File: src/rtl/breath_pkg.sv
// ---------------------------------------------------------------------------
// breath_pkg
// Shared constants and helpers for the rainbow breathing LED sequencer.
//   SPD_L0..SPD_L3   one-hot speed indicator patterns, slowest to fastest
//   COL_R/COL_G/COL_B one-hot colour selects in {b,g,r} order
//   breath_state_t   ramp direction of the brightness state machine
//   level_to_onehot  maps a 2-bit speed level onto its indicator pattern
//   next_colour      advances the colour select R -> G -> B -> R
// ---------------------------------------------------------------------------
package breath_pkg;

    // The board wiring of the speed LEDs is not in physical order, so the
    // indicator patterns are not simply a shifted one-hot.
    localparam logic [3:0] SPD_L0 = 4'b0001;
    localparam logic [3:0] SPD_L1 = 4'b0100;
    localparam logic [3:0] SPD_L2 = 4'b1000;
    localparam logic [3:0] SPD_L3 = 4'b0010;

    localparam logic [2:0] COL_R = 3'b001;
    localparam logic [2:0] COL_G = 3'b010;
    localparam logic [2:0] COL_B = 3'b100;

    typedef enum logic {
        ST_UP   = 1'b0,
        ST_DOWN = 1'b1
    } breath_state_t;

    function automatic logic [3:0] level_to_onehot(input logic [1:0] level);
        logic [3:0] onehot;
        case (level)
            2'd0:    onehot = SPD_L0;
            2'd1:    onehot = SPD_L1;
            2'd2:    onehot = SPD_L2;
            default: onehot = SPD_L3;
        endcase
        return onehot;
    endfunction

    // A left rotate of the one-hot word walks R -> G -> B and back to R.
    function automatic logic [2:0] next_colour(input logic [2:0] colour);
        return {colour[1:0], colour[2]};
    endfunction

endpackage

File: src/rtl/btn_debounce.sv
// ---------------------------------------------------------------------------
// btn_debounce
// Synchronises a raw push-button, filters it with a stability counter and
// emits a single-cycle pulse on each accepted press.
//   clk      in   system clock
//   rst      in   asynchronous active-low reset
//   i_btn    in   raw, asynchronous, active-high button
//   o_press  out  one-cycle pulse on the debounced 0->1 transition
// ---------------------------------------------------------------------------
module btn_debounce
    import breath_pkg::*;
#(
    parameter int DB_CYCLES = 1250000
) (
    input  logic clk,
    input  logic rst,
    input  logic i_btn,
    output logic o_press
);

    localparam int CNT_W = (DB_CYCLES > 1) ? $clog2(DB_CYCLES) : 1;
    localparam logic [CNT_W-1:0] CNT_LAST = CNT_W'(DB_CYCLES - 1);

    logic             r_sync1;
    logic             r_sync2;
    logic             r_level;
    logic             r_press;
    logic [CNT_W-1:0] r_cnt;

    // Two flops bring the asynchronous button into the clock domain before
    // anything else looks at it.
    always_ff @(posedge clk or negedge rst) begin
        if (!rst) begin
            r_sync1 <= 1'b0;
            r_sync2 <= 1'b0;
        end else begin
            r_sync1 <= i_btn;
            r_sync2 <= r_sync1;
        end
    end

    // The counter only runs while the synchronised sample disagrees with the
    // accepted level; any agreeing sample restarts the window, so a glitch
    // shorter than DB_CYCLES never reaches the accepted level. The press
    // pulse is produced in the same cycle the new high level is accepted.
    always_ff @(posedge clk or negedge rst) begin
        if (!rst) begin
            r_cnt   <= '0;
            r_level <= 1'b0;
            r_press <= 1'b0;
        end else begin
            r_press <= 1'b0;
            if (r_sync2 == r_level) begin
                r_cnt <= '0;
            end else if (r_cnt == CNT_LAST) begin
                r_cnt   <= '0;
                r_level <= r_sync2;
                r_press <= r_sync2;
            end else begin
                r_cnt <= r_cnt + CNT_W'(1);
            end
        end
    end

    assign o_press = r_press;

endmodule

File: src/rtl/breath_speed_ctrl.sv
// ---------------------------------------------------------------------------
// breath_speed_ctrl
// Sequencer for the rainbow breathing LED datapath: holds a 4-level speed
// selected by two buttons, ramps a duty word up and down at that speed and
// rotates the active colour once per breath.
//   clk          in   system clock
//   rst          in   asynchronous active-low reset
//   btn_inc      in   raw speed-up button
//   btn_dec      in   raw slow-down button
//   duty         out  brightness word for the PWM stage
//   color_sel    out  one-hot active colour {b,g,r}
//   led_speed    out  one-hot speed indicator
//   step_tick    out  one-cycle pulse per duty step
//   breath_done  out  one-cycle pulse when a breath ends and colour advances
// ---------------------------------------------------------------------------
module breath_speed_ctrl
    import breath_pkg::*;
#(
    parameter int DUTY_W    = 8,
    parameter int DB_CYCLES = 1250000,
    parameter int DIV_L0    = 245098,
    parameter int DIV_L1    = 122549,
    parameter int DIV_L2    = 61275,
    parameter int DIV_L3    = 30637
) (
    input  logic              clk,
    input  logic              rst,
    input  logic              btn_inc,
    input  logic              btn_dec,
    output logic [DUTY_W-1:0] duty,
    output logic [2:0]        color_sel,
    output logic [3:0]        led_speed,
    output logic              step_tick,
    output logic              breath_done
);

    localparam int DIV_MAX_01 = (DIV_L0 > DIV_L1) ? DIV_L0 : DIV_L1;
    localparam int DIV_MAX_23 = (DIV_L2 > DIV_L3) ? DIV_L2 : DIV_L3;
    localparam int DIV_MAX    = (DIV_MAX_01 > DIV_MAX_23) ? DIV_MAX_01 : DIV_MAX_23;
    localparam int PRE_W      = (DIV_MAX > 1) ? $clog2(DIV_MAX) : 1;

    localparam logic [DUTY_W-1:0] DUTY_MAX = '1;

    logic              w_inc_evt;
    logic              w_dec_evt;
    logic [1:0]        w_level_next;
    logic              w_level_change;
    logic [PRE_W-1:0]  w_div_last;

    logic [1:0]        r_level;
    logic [3:0]        r_led_speed;
    logic [PRE_W-1:0]  r_presc;
    logic              r_step_tick;
    breath_state_t     r_state;
    logic [DUTY_W-1:0] r_duty;
    logic [2:0]        r_color;
    logic              r_breath_done;

    btn_debounce #(.DB_CYCLES(DB_CYCLES)) u_db_inc (
        .clk     (clk),
        .rst     (rst),
        .i_btn   (btn_inc),
        .o_press (w_inc_evt)
    );

    btn_debounce #(.DB_CYCLES(DB_CYCLES)) u_db_dec (
        .clk     (clk),
        .rst     (rst),
        .i_btn   (btn_dec),
        .o_press (w_dec_evt)
    );

    // Saturating level update; presses on both buttons in the same cycle
    // cancel each other out.
    always_comb begin
        w_level_next = r_level;
        if (w_inc_evt && !w_dec_evt && (r_level != 2'd3)) begin
            w_level_next = r_level + 2'd1;
        end else if (w_dec_evt && !w_inc_evt && (r_level != 2'd0)) begin
            w_level_next = r_level - 2'd1;
        end
    end

    assign w_level_change = (w_level_next != r_level);

    // Terminal prescaler count for the level currently in force.
    always_comb begin
        case (r_level)
            2'd0:    w_div_last = PRE_W'(DIV_L0 - 1);
            2'd1:    w_div_last = PRE_W'(DIV_L1 - 1);
            2'd2:    w_div_last = PRE_W'(DIV_L2 - 1);
            default: w_div_last = PRE_W'(DIV_L3 - 1);
        endcase
    end

    // The indicator is decoded from the next level so it lands in the same
    // cycle as the level register itself.
    always_ff @(posedge clk or negedge rst) begin
        if (!rst) begin
            r_level     <= 2'd1;
            r_led_speed <= SPD_L1;
        end else begin
            r_level     <= w_level_next;
            r_led_speed <= level_to_onehot(w_level_next);
        end
    end

    // A level change restarts the step window so the new divider applies
    // from a clean count; a tick that would coincide with it is dropped.
    always_ff @(posedge clk or negedge rst) begin
        if (!rst) begin
            r_presc     <= '0;
            r_step_tick <= 1'b0;
        end else if (w_level_change) begin
            r_presc     <= '0;
            r_step_tick <= 1'b0;
        end else if (r_presc == w_div_last) begin
            r_presc     <= '0;
            r_step_tick <= 1'b1;
        end else begin
            r_presc     <= r_presc + PRE_W'(1);
            r_step_tick <= 1'b0;
        end
    end

    // Brightness ramp. It reacts to the registered tick, so duty, colour and
    // breath_done move one cycle after the tick is visible. The turn-arounds
    // step straight to MAX-1 and 1 so that the peak and the floor each last
    // a single step, giving 2*DUTY_MAX steps per breath.
    always_ff @(posedge clk or negedge rst) begin
        if (!rst) begin
            r_state       <= ST_UP;
            r_duty        <= '0;
            r_color       <= COL_R;
            r_breath_done <= 1'b0;
        end else begin
            r_breath_done <= 1'b0;
            if (r_step_tick) begin
                case (r_state)
                    ST_UP: begin
                        if (r_duty == DUTY_MAX) begin
                            r_state <= ST_DOWN;
                            r_duty  <= DUTY_MAX - DUTY_W'(1);
                        end else begin
                            r_duty <= r_duty + DUTY_W'(1);
                        end
                    end
                    default: begin
                        if (r_duty == '0) begin
                            r_state       <= ST_UP;
                            r_duty        <= DUTY_W'(1);
                            r_color       <= next_colour(r_color);
                            r_breath_done <= 1'b1;
                        end else begin
                            r_duty <= r_duty - DUTY_W'(1);
                        end
                    end
                endcase
            end
        end
    end

    assign duty        = r_duty;
    assign color_sel   = r_color;
    assign led_speed   = r_led_speed;
    assign step_tick   = r_step_tick;
    assign breath_done = r_breath_done;

endmodule

File: config.mk
export PLATFORM = sky130hd
export DESIGN_NAME = breath_speed_ctrl
export DESIGN_NICKNAME = d
export VERILOG_FILES = /design/src/rtl/breath_pkg.sv /design/src/rtl/btn_debounce.sv /design/src/rtl/breath_speed_ctrl.sv
export SDC_FILE = /design/constraint.sdc
export NUM_CORES = 1
export LEC_CHECK = 0
export BUFFER_PORTS_ARGS = -buffer_cell sky130_fd_sc_hd__buf_2
export CAP_MARGIN = 20
export CORE_MARGIN = 2
export CORE_UTILIZATION = 37
export CTS_BUF_LIST = sky130_fd_sc_hd__clkbuf_8
export CTS_CLUSTER_SIZE = 28
export DETAILED_ROUTE_END_ITERATION = 10
export GPL_ROUTABILITY_DRIVEN = 0
export PLACE_DENSITY = 0.59
export REMOVE_ABC_BUFFERS = 1
export SETUP_SLACK_MARGIN = 0.3
export SYNTH_ARGS = -nofsm -noshare
export SYNTH_HDL_FRONTEND = slang
export SYNTH_SLANG_ARGS = --single-unit
File: constraint.sdc
create_clock -name clk -period 5.6 [get_ports clk]
set_clock_uncertainty 0.15 [all_clocks]
set_input_delay 0.56 -clock clk [delete_from_list [all_inputs] [get_ports clk]]
set_output_delay 0.56 -clock clk [all_outputs]
set_load 0.005 [all_outputs]
==> results of run 1 <==
[Yosys cell counts, types with 3 or more instances]
master and number:
a211oi_1 5, a21o_1 3, a21oi_1 14, a31oi_1 3, and2_1 5, and3_1 5
and3b_1 3, and4_1 9, buf_2 10, clkbuf_1 10, dfrtp_1 85, dfstp_2 3
ha_1 10, inv_1 13, mux2_2 6, mux2i_1 3, nand2_1 20, nand3_1 21
nand4_1 23, nor2_1 37, nor2b_1 6, nor3_1 19, nor3b_1 10, nor4_1 11
nor4b_1 9, o21ai_0 21, o22ai_1 3, o31ai_1 4, or2_2 3, or3_1 15
or4_1 5, xnor2_1 21, xor2_1 24
[worst paths after layout]
kind	from	end	slack, ns	depth (start not counted)
worst max-delay path	r_level[0]$_DFF_PN1_	step_tick$_DFF_PN0_	2.92	6
worst min-delay path	rst	r_presc[15]$_DFF_PN0_	-0.001	1
worst max register to register	r_level[0]$_DFF_PN1_	step_tick$_DFF_PN0_	2.92	6
worst min register to register	u_db_inc.r_sync1$_DFF_PN0_	u_db_inc.r_sync2$_DFF_PN0_	0.21	0
max in group asynchronous	rst	r_presc[3]$_DFF_PN0_	4.28	2
min in group clk	btn_inc	u_db_inc.r_sync1$_DFF_PN0_	0.14	1
[layout make-up]
| cell class | instances | area share |
|---|---|---|
| clock buffer | 10 | 0.02627 |
| clock inverter | 6 | 0.01313 |
| inverter | 13 | 0.009312 |
| multi-input combinational | 356 | 0.4654 |
| sequential | 88 | 0.4210 |
| tap | 172 | 0.04107 |
| timing repair buffer | 23 | 0.02388 |
[metrics by stage]
stage	power, mW	hold WS (ns)	utilization	worst slack [ns]	std cells
4_1_cts	1.146	0.0008381	0.4152	2.897	668
6_report	1.122	-0.001174	0.4152	2.918	668
5_1_grt	1.177	0.01486	0.4152	2.715	668
2_1_floorplan	0.6660	0.1144	-	2.461	457
3_5_place_dp	0.6861	0.1902	0.3989	2.909	652
3_3_place_gp	0.6852	0.1873	0.3989	2.986	652
[cell families after synthesis]
| logic type | Yosys count | synth area share |
|---|---|---|
| buf+inv | 33 | 0.02857 |
| xor+xnor | 45 | 0.08257 |
| fa+ha+maj | 10 | 0.02621 |
| mux | 9 | 0.02044 |
| flops | 88 | 0.4621 |
| simple gates | 221 | 0.2844 |
| compound gates | 71 | 0.09568 |
[cells in the final DEF (no fill, tap or decap), types with 11 or more instances in the layout]
| master | count |
|---|---|
| nand4_1 | 23 |
| nor4_1 | 11 |
| inv_1 | 13 |
| xor2_1 | 24 |
| nor3_1 | 19 |
| or3_1 | 15 |
| buf_2 | 19 |
| o21ai_0 | 20 |
| nand2_1 | 20 |
| xnor2_1 | 21 |
| nor2_1 | 37 |
| a21oi_1 | 14 |
| nand3_1 | 21 |
| dfrtp_1 | 85 |
[sequential cells by signal, summed over array words and instances, names as in the netlist, 2 cells and up]
signal          cells
u_db_dec.r_cnt     21
u_db_inc.r_cnt     21
r_presc            18
duty                8
led_speed           4
color_sel           3
r_level             2
[layer usage]
metal / wire length (microns) / up-vias / share of wire
met1: 4777 / 1814 / 0.49
met4: 65 / 0 / 0.0067
met5: 0 / - / 0
met2: 4547 / 50 / 0.47
li1: - / 1794 / -
met3: 323 / 4 / 0.033
[power groups by stage]
stage / Sequential, mW / Clock, mW / Combinational, mW
4_1_cts: 0.645 / 0.473 / 0.0287
5_1_grt: 0.646 / 0.498 / 0.0329
2_1_floorplan: 0.657 / 0 / 0.00945
3_3_place_gp: 0.657 / 0 / 0.0281
3_5_place_dp: 0.657 / 0 / 0.0287
6_report: 0.645 / 0.450 / 0.0271
==> flow_metrics.tcl, run 1 <==
set metrics [dict create \
    status "finished, violations left" \
    violations "negative hold slack" \
    place_area_sq_um 5034 \
    final-hold-violation-count 1 \
    ys_types 64 \
    period_minus_slack_ns 2.682 \
    nets 505 \
    p_sw_mw 0.2565 \
    via_count 3662 \
    worst_pin_slew_ns 0.9913 \
    synth-seq-cells 88 \
    grt_pass1_wl_microns 17200 \
    clkPwrFrac 0.401 \
    initial_core_util 0.3782 \
    worstSetupStartpointType "flip-flop" \
    setup_viol 0 \
    synth_edf_count 0 \
    firstDrtPassIters 4 \
    synth_top_area_cell "dfrtp_1" \
    postSynthAreaPerCell_sq_um 10.01 \
    routed_wl_microns 9714 \
    worstPathCellList "inv_1 > ha_1 > and4bb_2 > a22oi_1 > nor4_4 > nor2b_1" \
    cts_root_buf "clkbuf_8" \
    whs_ns -0.001174 \
    drc 0 \
    pin_count 21 \
    comb_power_share 0.024 \
    cts_tree "built" \
    seqPwrFrac 0.575 \
    grtUsageMet1 0.2015 \
    n_antenna_cell 0 \
    crit_path_max_incr_delay_ns 0.90 \
    drive_above_1_share 0.1411 \
    drv_cap 0 \
    netlist.area_leader.share 0.4456 \
    grt_max_degree 52 \
    yosys_warnings 0 \
    timing.fmax_mhz 372.9 \
    cp.arrival_ns 2.84 \
    crit_buf_inv 1 \
    synthCells 477 \
    synthTopCellsByArea "dfrtp_1 45%, xor2_1 4.4%, xnor2_1 3.9%" \
    cts_buffers 9 \
    wl_per_cell_microns 14.54 \
    clk_latency_ns 0.37 \
    power.internal_mw 0.8659 \
    slew_violations 0 \
    track_usage 0.1499 \
    fp.coreArea_sq_um 12620 \
    ys.flop_type "dfrtp_1" \
    drt_iter0_markers 290 \
    rows 41 \
    area_growth_pct 9.777 \
    multi_input_area_sq_um 2439 \
    h-tree-depth 3 \
    powerDensity_nw_per_um2 214.2 \
    grt_pass1_vias 3568 \
    ys_seq_area_frac 0.4621 \
    critical_path_class "reg -> reg" \
    fin_crit_sh 0.4789 \
    syn-cell-area_sq_um 4773 \
    clk_pin_slew_ns 0.09 \
    hold_path.class "in -> async" \
    fill_cells 1269 \
    clockBufferDepth 2 \
    met3_usage 0.04312 \
    overflow 0 \
    ctsHoldBuffers 0 \
    rsz0062_at_grt "false" \
    regArea_sq_um 2206 \
    grt-busiest-layer "met2" \
    synth-async-reset-ratio 1.000 \
    dieWidth_microns 117.6 \
    drt-vias-per-instance 5.482 \
    grt_antenna_before_repair 0 \
    worstPathRequired_ns 5.75 \
    hpwl_microns 6679 \
    finalInstanceArea_sq_um 5240 \
    post_cts_buffers 0 \
    slowest_stage "nor4_4" \
    worst_setup_path_end_kind "flip-flop" \
    ctsResizeCount 0 \
    critPathTopFamily "simple AND/OR/NAND/NOR gates" \
    drt.antenna.violating_nets 0 \
    ir_drop_v 0.0001495 \
    sw_frac_of_total 0.2285 \
    path_max_fanout 19 \
    dieArea_sq_um 13830 \
    clkSinkCount 88 \
    use_met2 0.2368 \
    io_buffers 20 \
    die_h_microns 117.6 \
    slew_headroom 0.3342 \
    leakagePower_nw 2.154 \
    setup-tns-final_ns 0 \
]
(Power assumes the default switching activity.)
==> run 2: changes to the inputs <==
Settings changed: PLACE_DENSITY 0.59 to 0.61.
Clock period 5.6 ns to 2.4 ns, I/O delays scaled along.
==> run 2 against run 1 <==
Net effect: the flow now finishes without violations; die area did not move; critical path depth stayed put; total power increased to 2.6 times the previous value; count of clock-buffer cells in the layout decreased by 1; critical path type unchanged; core utilization increased by 3.2 points; sequential share of layout area fell by 3.0 points; clock power grew to 3.0 times the previous value; first-iteration DRC count grew 18%; sequential power grew 130%; final area up 7.8%; largest power group unchanged; combinational power rose to 3.0 times the previous value; highest routed layer unchanged; via count rose by 4.4%.
==> flow_metrics.tcl, run 2 (same netlist as run 1, synthesis figures left out) <==
set metrics [dict create \
    status "complete, no violations" \
    nets 527 \
    dieWidth_microns 117.6 \
    final-hold-violation-count 0 \
    fin_util 0.4476 \
    rows 41 \
    fin_crit_sh 0.8892 \
    initial_core_util 0.3782 \
    grt_max_degree 57 \
    powerDensity_nw_per_um2 518.5 \
    pin_count 21 \
    rsz0062_at_grt "true" \
    drc 0 \
    clk_latency_ns 0.37 \
    drt-vias-per-instance 5.539 \
    grt_pass1_wl_microns 17680 \
    firstDrtPassIters 5 \
    layout_common_cells "81 x dfrtp_1, 37 x nor2_1, 24 x xor2_1" \
    cts_buffers 9 \
    routed_wl_microns 10470 \
    drt.antenna.violating_nets 0 \
    via_count 3822 \
    worst_slack_ns 0.2660 \
    die_h_microns 117.6 \
    drt_iter0_markers 343 \
    ir_drop_v 0.0004234 \
    overflow 0 \
    slew_headroom 0.6729 \
    final_common_cell "dfrtp_1" \
    drive_above_1_share 0.2085 \
    slew_violations 0 \
    crit_path_max_incr_delay_ns 0.53 \
    grt_pass1_vias 3616 \
    fp.coreArea_sq_um 12620 \
    worst-r2r-setup-slack_ns 0.27 \
    grt_antenna_before_repair 0 \
    h-tree-depth 3 \
    worst_setup_path_end_kind "flip-flop" \
    area_growth_pct 18.32 \
    worstPathCellList "ha_2 > and3_4 > nand4_1 > o41ai_4 > buf_4 > nor2_1" \
    n_antenna_cell 0 \
    cts_tree "built" \
    dieArea_sq_um 13830 \
    setup_viol 0 \
    cts_root_buf "clkbuf_8" \
    timing.fmax_mhz 468.6 \
    track_usage 0.1551 \
    clk_pin_slew_ns 0.09 \
    clockBufferDepth 2 \
    slowest_stage "o41ai_4" \
    r2r_cells 6 \
    top_regs "u_db_dec.r_cnt: 21 flops, u_db_inc.r_cnt: 21 flops, r_presc: 18 flops" \
    fill_cells 1184 \
    hold_path.class "in -> async" \
    path_max_fanout 6 \
    worstPathRequired_ns 2.50 \
    critical_path_class "reg -> reg" \
    cp.arrival_ns 2.24 \
    worstSetupStartpointType "flip-flop" \
    io_buffers 20 \
    leakagePower_nw 2.333 \
    hpwl_microns 6857 \
    drv_cap 0 \
    period_minus_slack_ns 2.134 \
    dp_slack_ns 0.1943 \
    clkSinkCount 88 \
    wl_per_cell_microns 15.18 \
    worst_pin_slew_ns 0.4866 \
]
==> run 2: worst paths after layout <==
| path | start | to |
|---|---|---|
| min in group clk | u_db_inc.r_sync1$_DFF_PN0_ | u_db_inc.r_sync2$_DFF_PN0_ |
| hold reg to reg | u_db_inc.r_sync1$_DFF_PN0_ | u_db_inc.r_sync2$_DFF_PN0_ |
| setup / recovery | u_db_dec.r_cnt[0]$_DFF_PN0_ | u_db_dec.r_cnt[6]$_DFF_PN0_ |
| hold / removal | rst | r_presc[11]$_DFF_PN0_ |
| max in group asynchronous | rst | r_level[0]$_DFF_PN1_ |
| setup reg to reg | u_db_dec.r_cnt[0]$_DFF_PN0_ | u_db_dec.r_cnt[6]$_DFF_PN0_ |
==> run 2: timing repair <==
item | in CTS | in global routing
endpoints found under the hold margin | 33 | 0
setup buffers | 1 | 4
hold buffers | 3 | 0
cloned | 1 | 1
gates resized for setup | 9 | 28
pin swaps | 4 | 3
setup endpoints to repair | 19 | 52
==> run 2: critical path: cells and delay by family, from the launching register on <==
| family | cells | cell delay [ns] |
|---|---|---|
| flip-flops | 1 | 0.42 |
| adder cells (fa/ha/maj) | 1 | 0.23 |
| buffers and inverters | 1 | 0.23 |
| AO/OA/AOI/OAI | 1 | 0.53 |
| AND/OR/NAND/NOR | 3 | 0.45 |
==> run 2: through the flow <==
step | area (sq um) | cells | setup TNS, ns | hold WS (ns) | power (mW)
floorplan | 4686 | 457 | -14.53 | -0.2056 | 1.554
global placement | 5136 | 664 | 0 | 0.06981 | 1.604
detailed placement | 5136 | 664 | 0 | 0.07372 | 1.606
CTS | 5483 | 685 | 0 | 0.2072 | 2.960
global route | 5648 | 690 | 0 | 0.2248 | 3.035
finish | 5648 | 690 | 0 | 0.2014 | 2.929
==> run 2: cell type report <==
| class | count | area (sq um) | share of cell area |
|---|---|---|---|
| Clock buffer | 9 | 123.9 | 0.02193 |
| Clock inverter | 7 | 136.4 | 0.02415 |
| Inverter | 13 | 51.30 | 0.009083 |
| Multi-Input combinational cell | 356 | 2584 | 0.4575 |
| Sequential cell | 88 | 2211 | 0.3914 |
| Tap cell | 172 | 215.2 | 0.03810 |
| Timing Repair Buffer | 45 | 326.6 | 0.05782 |
==> run 2: per-layer routing <==
| metal | wire, microns | track usage | up-vias |
|---|---|---|---|
| li1 | - | - | 1844 |
| met1 | 4965 | 0.2061 | 1893 |
| met2 | 5049 | 0.2500 | 76 |
| met3 | 311 | 0.03634 | 9 |
| met4 | 148 | 0.05196 | 0 |
| met5 | 0 | 0 | - |
==> run 2: power by group <==
group,total [mW],internal (mW),switching (mW)
sequential,1.51,1.49,0.0122
combinational,0.0816,0.0283,0.0533
clock,1.34,0.792,0.550
==> run 3: changes to the inputs <==
==> constraint.sdc (replaced) <==
create_clock -name clk -period 2.4 [get_ports clk]
set_clock_uncertainty 0.15 [all_clocks]
set_input_delay 0.12 -clock clk [delete_from_list [all_inputs] [get_ports clk]]
set_output_delay 0.12 -clock clk [all_outputs]
set_load 0.005 [all_outputs]
==> run 3 against run 2 <==
Net effect: sequential power hardly changed; critical endpoint is now r_presc[4]$_DFF_PN0_; count of clock-buffer cells in the layout is 1 higher; non-clock buffer count rose by 7; combinational power up 2%; worst setup slack got worse by 0.0034 ns.
==> flow_metrics.tcl, run 3 (same netlist as run 1, synthesis figures left out) <==
set metrics [dict create \
    status "complete, no violations" \
    grtUsageMet1 0.2091 \
    fp.coreArea_sq_um 12620 \
    leakagePower_nw 2.371 \
    grt_antenna_before_repair 0 \
    crit_path_max_incr_delay_ns 0.56 \
    use_met2 0.2478 \
    routed_wl_microns 10620 \
    hpwl_microns 6991 \
    final-hold-violation-count 0 \
    met3_usage 0.02713 \
    hold_path.class "reg -> reg" \
    worst_setup_path_end_kind "flip-flop" \
    area_growth_pct 18.06 \
    p_sw_mw 0.6067 \
    powerDensity_nw_per_um2 467.4 \
    overflow 0 \
    crit_top_cell "buf_4" \
    h-tree-depth 3 \
    wl_per_cell_microns 15.24 \
    seqPwrFrac 0.571 \
    period_minus_slack_ns 2.137 \
    worstPathRequired_ns 2.50 \
    comb_power_share 0.032 \
    n_antenna_cell 0 \
    sw_frac_of_total 0.2303 \
    clkPwrFrac 0.398 \
    drt_iter0_markers 308 \
    top_regs "u_db_dec.r_cnt: 21 flops, u_db_inc.r_cnt: 21 flops, r_presc: 18 flops" \
    crit_buf_inv 4 \
    drt-vias-per-instance 5.538 \
    track_usage 0.1547 \
    power.internal_mw 2.028 \
    cts_tree "built" \
    initial_core_util 0.3782 \
    die_h_microns 117.6 \
    critical_path_class "reg -> reg" \
    drt.antenna.violating_nets 0 \
    setup-tns-final_ns 0 \
    firstDrtPassIters 4 \
    fin_crit_sh 0.8906 \
    layout_common_cells "82 x dfrtp_1, 37 x nor2_1, 25 x buf_4" \
    final_common_cell "dfrtp_1" \
    worstSetupStartpointType "flip-flop" \
    drive_above_1_share 0.2171 \
    via_count 3860 \
    slowest_stage "dfstp_2" \
    worstPathCellList "buf_4 > buf_6 > ha_4 > nor4b_4 > o22ai_2 > nor4_4 > buf_4 > buf_4 > nor3_1" \
    clkSinkCount 88 \
    rsz0062_at_grt "true" \
    cts_root_buf "clkbuf_8" \
    io_buffers 20 \
    cp.arrival_ns 2.24 \
    grt-busiest-layer "met2" \
    path_max_fanout 4 \
    nets 534 \
    grt_max_degree 65 \
    clockBufferDepth 2 \
    worst_pin_slew_ns 0.8234 \
    setup_viol 0 \
    slew_violations 0 \
    finalInstanceArea_sq_um 5635 \
    slew_headroom 0.4511 \
    clk_pin_slew_ns 0.09 \
    grt_pass1_vias 3706 \
    pin_count 21 \
    cts_buffers 9 \
    drc 0 \
    place_area_sq_um 5136 \
    ir_drop_v 0.0003415 \
    dieWidth_microns 117.6 \
    dieArea_sq_um 13830 \
    clk_latency_ns 0.37 \
    critPathTopFamily "flip-flops" \
    rows 41 \
    grt_pass1_wl_microns 17840 \
    timing.fmax_mhz 467.9 \
    drv_cap 0 \
]
==> run 3: cell types whose count changed in the layout (fill, tap and decap cells not counted), sizes merged <==
cell      change
inv           -1
clkbuf        +1
bufinv        -3
clkinv        +2
clkinvlp      +1
buf           +7
==> run 3: power by group through the flow <==
stage | combinational [mW] | sequential, mW | clock [mW]
2_1_floorplan | 0.0220 | 1.53 | 0
3_3_place_gp | 0.0694 | 1.53 | 0
3_5_place_dp | 0.0710 | 1.53 | 0
4_1_cts | 0.0752 | 1.51 | 1.08
5_1_grt | 0.0976 | 1.51 | 1.14
6_report | 0.0834 | 1.50 | 1.05
==> run 3: worst paths after layout <==
check | start | end | slack, ns | cells after the start
setup / recovery | r_level[0]$_DFF_PN1_ | r_presc[4]$_DFF_PN0_ | 0.26 | 9
hold / removal | u_db_inc.r_sync1$_DFF_PN0_ | u_db_inc.r_sync2$_DFF_PN0_ | 0.20 | 0
setup reg to reg | r_level[0]$_DFF_PN1_ | r_presc[4]$_DFF_PN0_ | 0.26 | 9
hold reg to reg | u_db_inc.r_sync1$_DFF_PN0_ | u_db_inc.r_sync2$_DFF_PN0_ | 0.20 | 0
max in group asynchronous | rst | u_db_dec.r_cnt[7]$_DFF_PN0_ | 1.22 | 3
min in group asynchronous | rst | r_presc[14]$_DFF_PN0_ | 0.25 | 2
==> run 3: layout make-up <==
cell class / instances / area, sq um
fillers: 1210 / 6984
multi-input cells: 356 / 2586
flip-flops and latches: 88 / 2210
repair buffers: 52 / 377.9
well taps: 172 / 215.2
clock buffers: 10 / 137.6
clock inverters: 6 / 60.06
inverters: 13 / 48.80
==> run 3: metrics by stage <==
stage                       util  power, mW  worst slack, ns  hold WS [ns]  cells
final                     0.4466      2.634           0.2626        0.1974    697
after global routing      0.4466      2.743           0.1667        0.1976    697
after CTS                 0.4315      2.661           0.3035        0.2059    688
after detailed placement  0.4070      1.606           0.1225       0.07936    664
after global placement    0.4070      1.603           0.1731       0.07759    664
after floorplan                -      1.554          -0.7386       -0.3256    457
==> run 3: routing by layer <==
| metal | vias to the layer above | wire (microns) |
|---|---|---|
| met3 | 14 | 387 |
| met5 | - | 0 |
| met2 | 78 | 4998 |
| met4 | 0 | 177 |
| met1 | 1923 | 5061 |
| li1 | 1845 | - |
==> run 3: repair_timing <==
item / CTS / global route
hold endpoints to repair: 62 / 0
gates resized for setup: 10 / 27
gates cloned: 2 / 2
buffers inserted: 3 / 7
setup endpoints to repair: 20 / 65
hold buffers: 3 / 0
pin swaps: 3 / 8
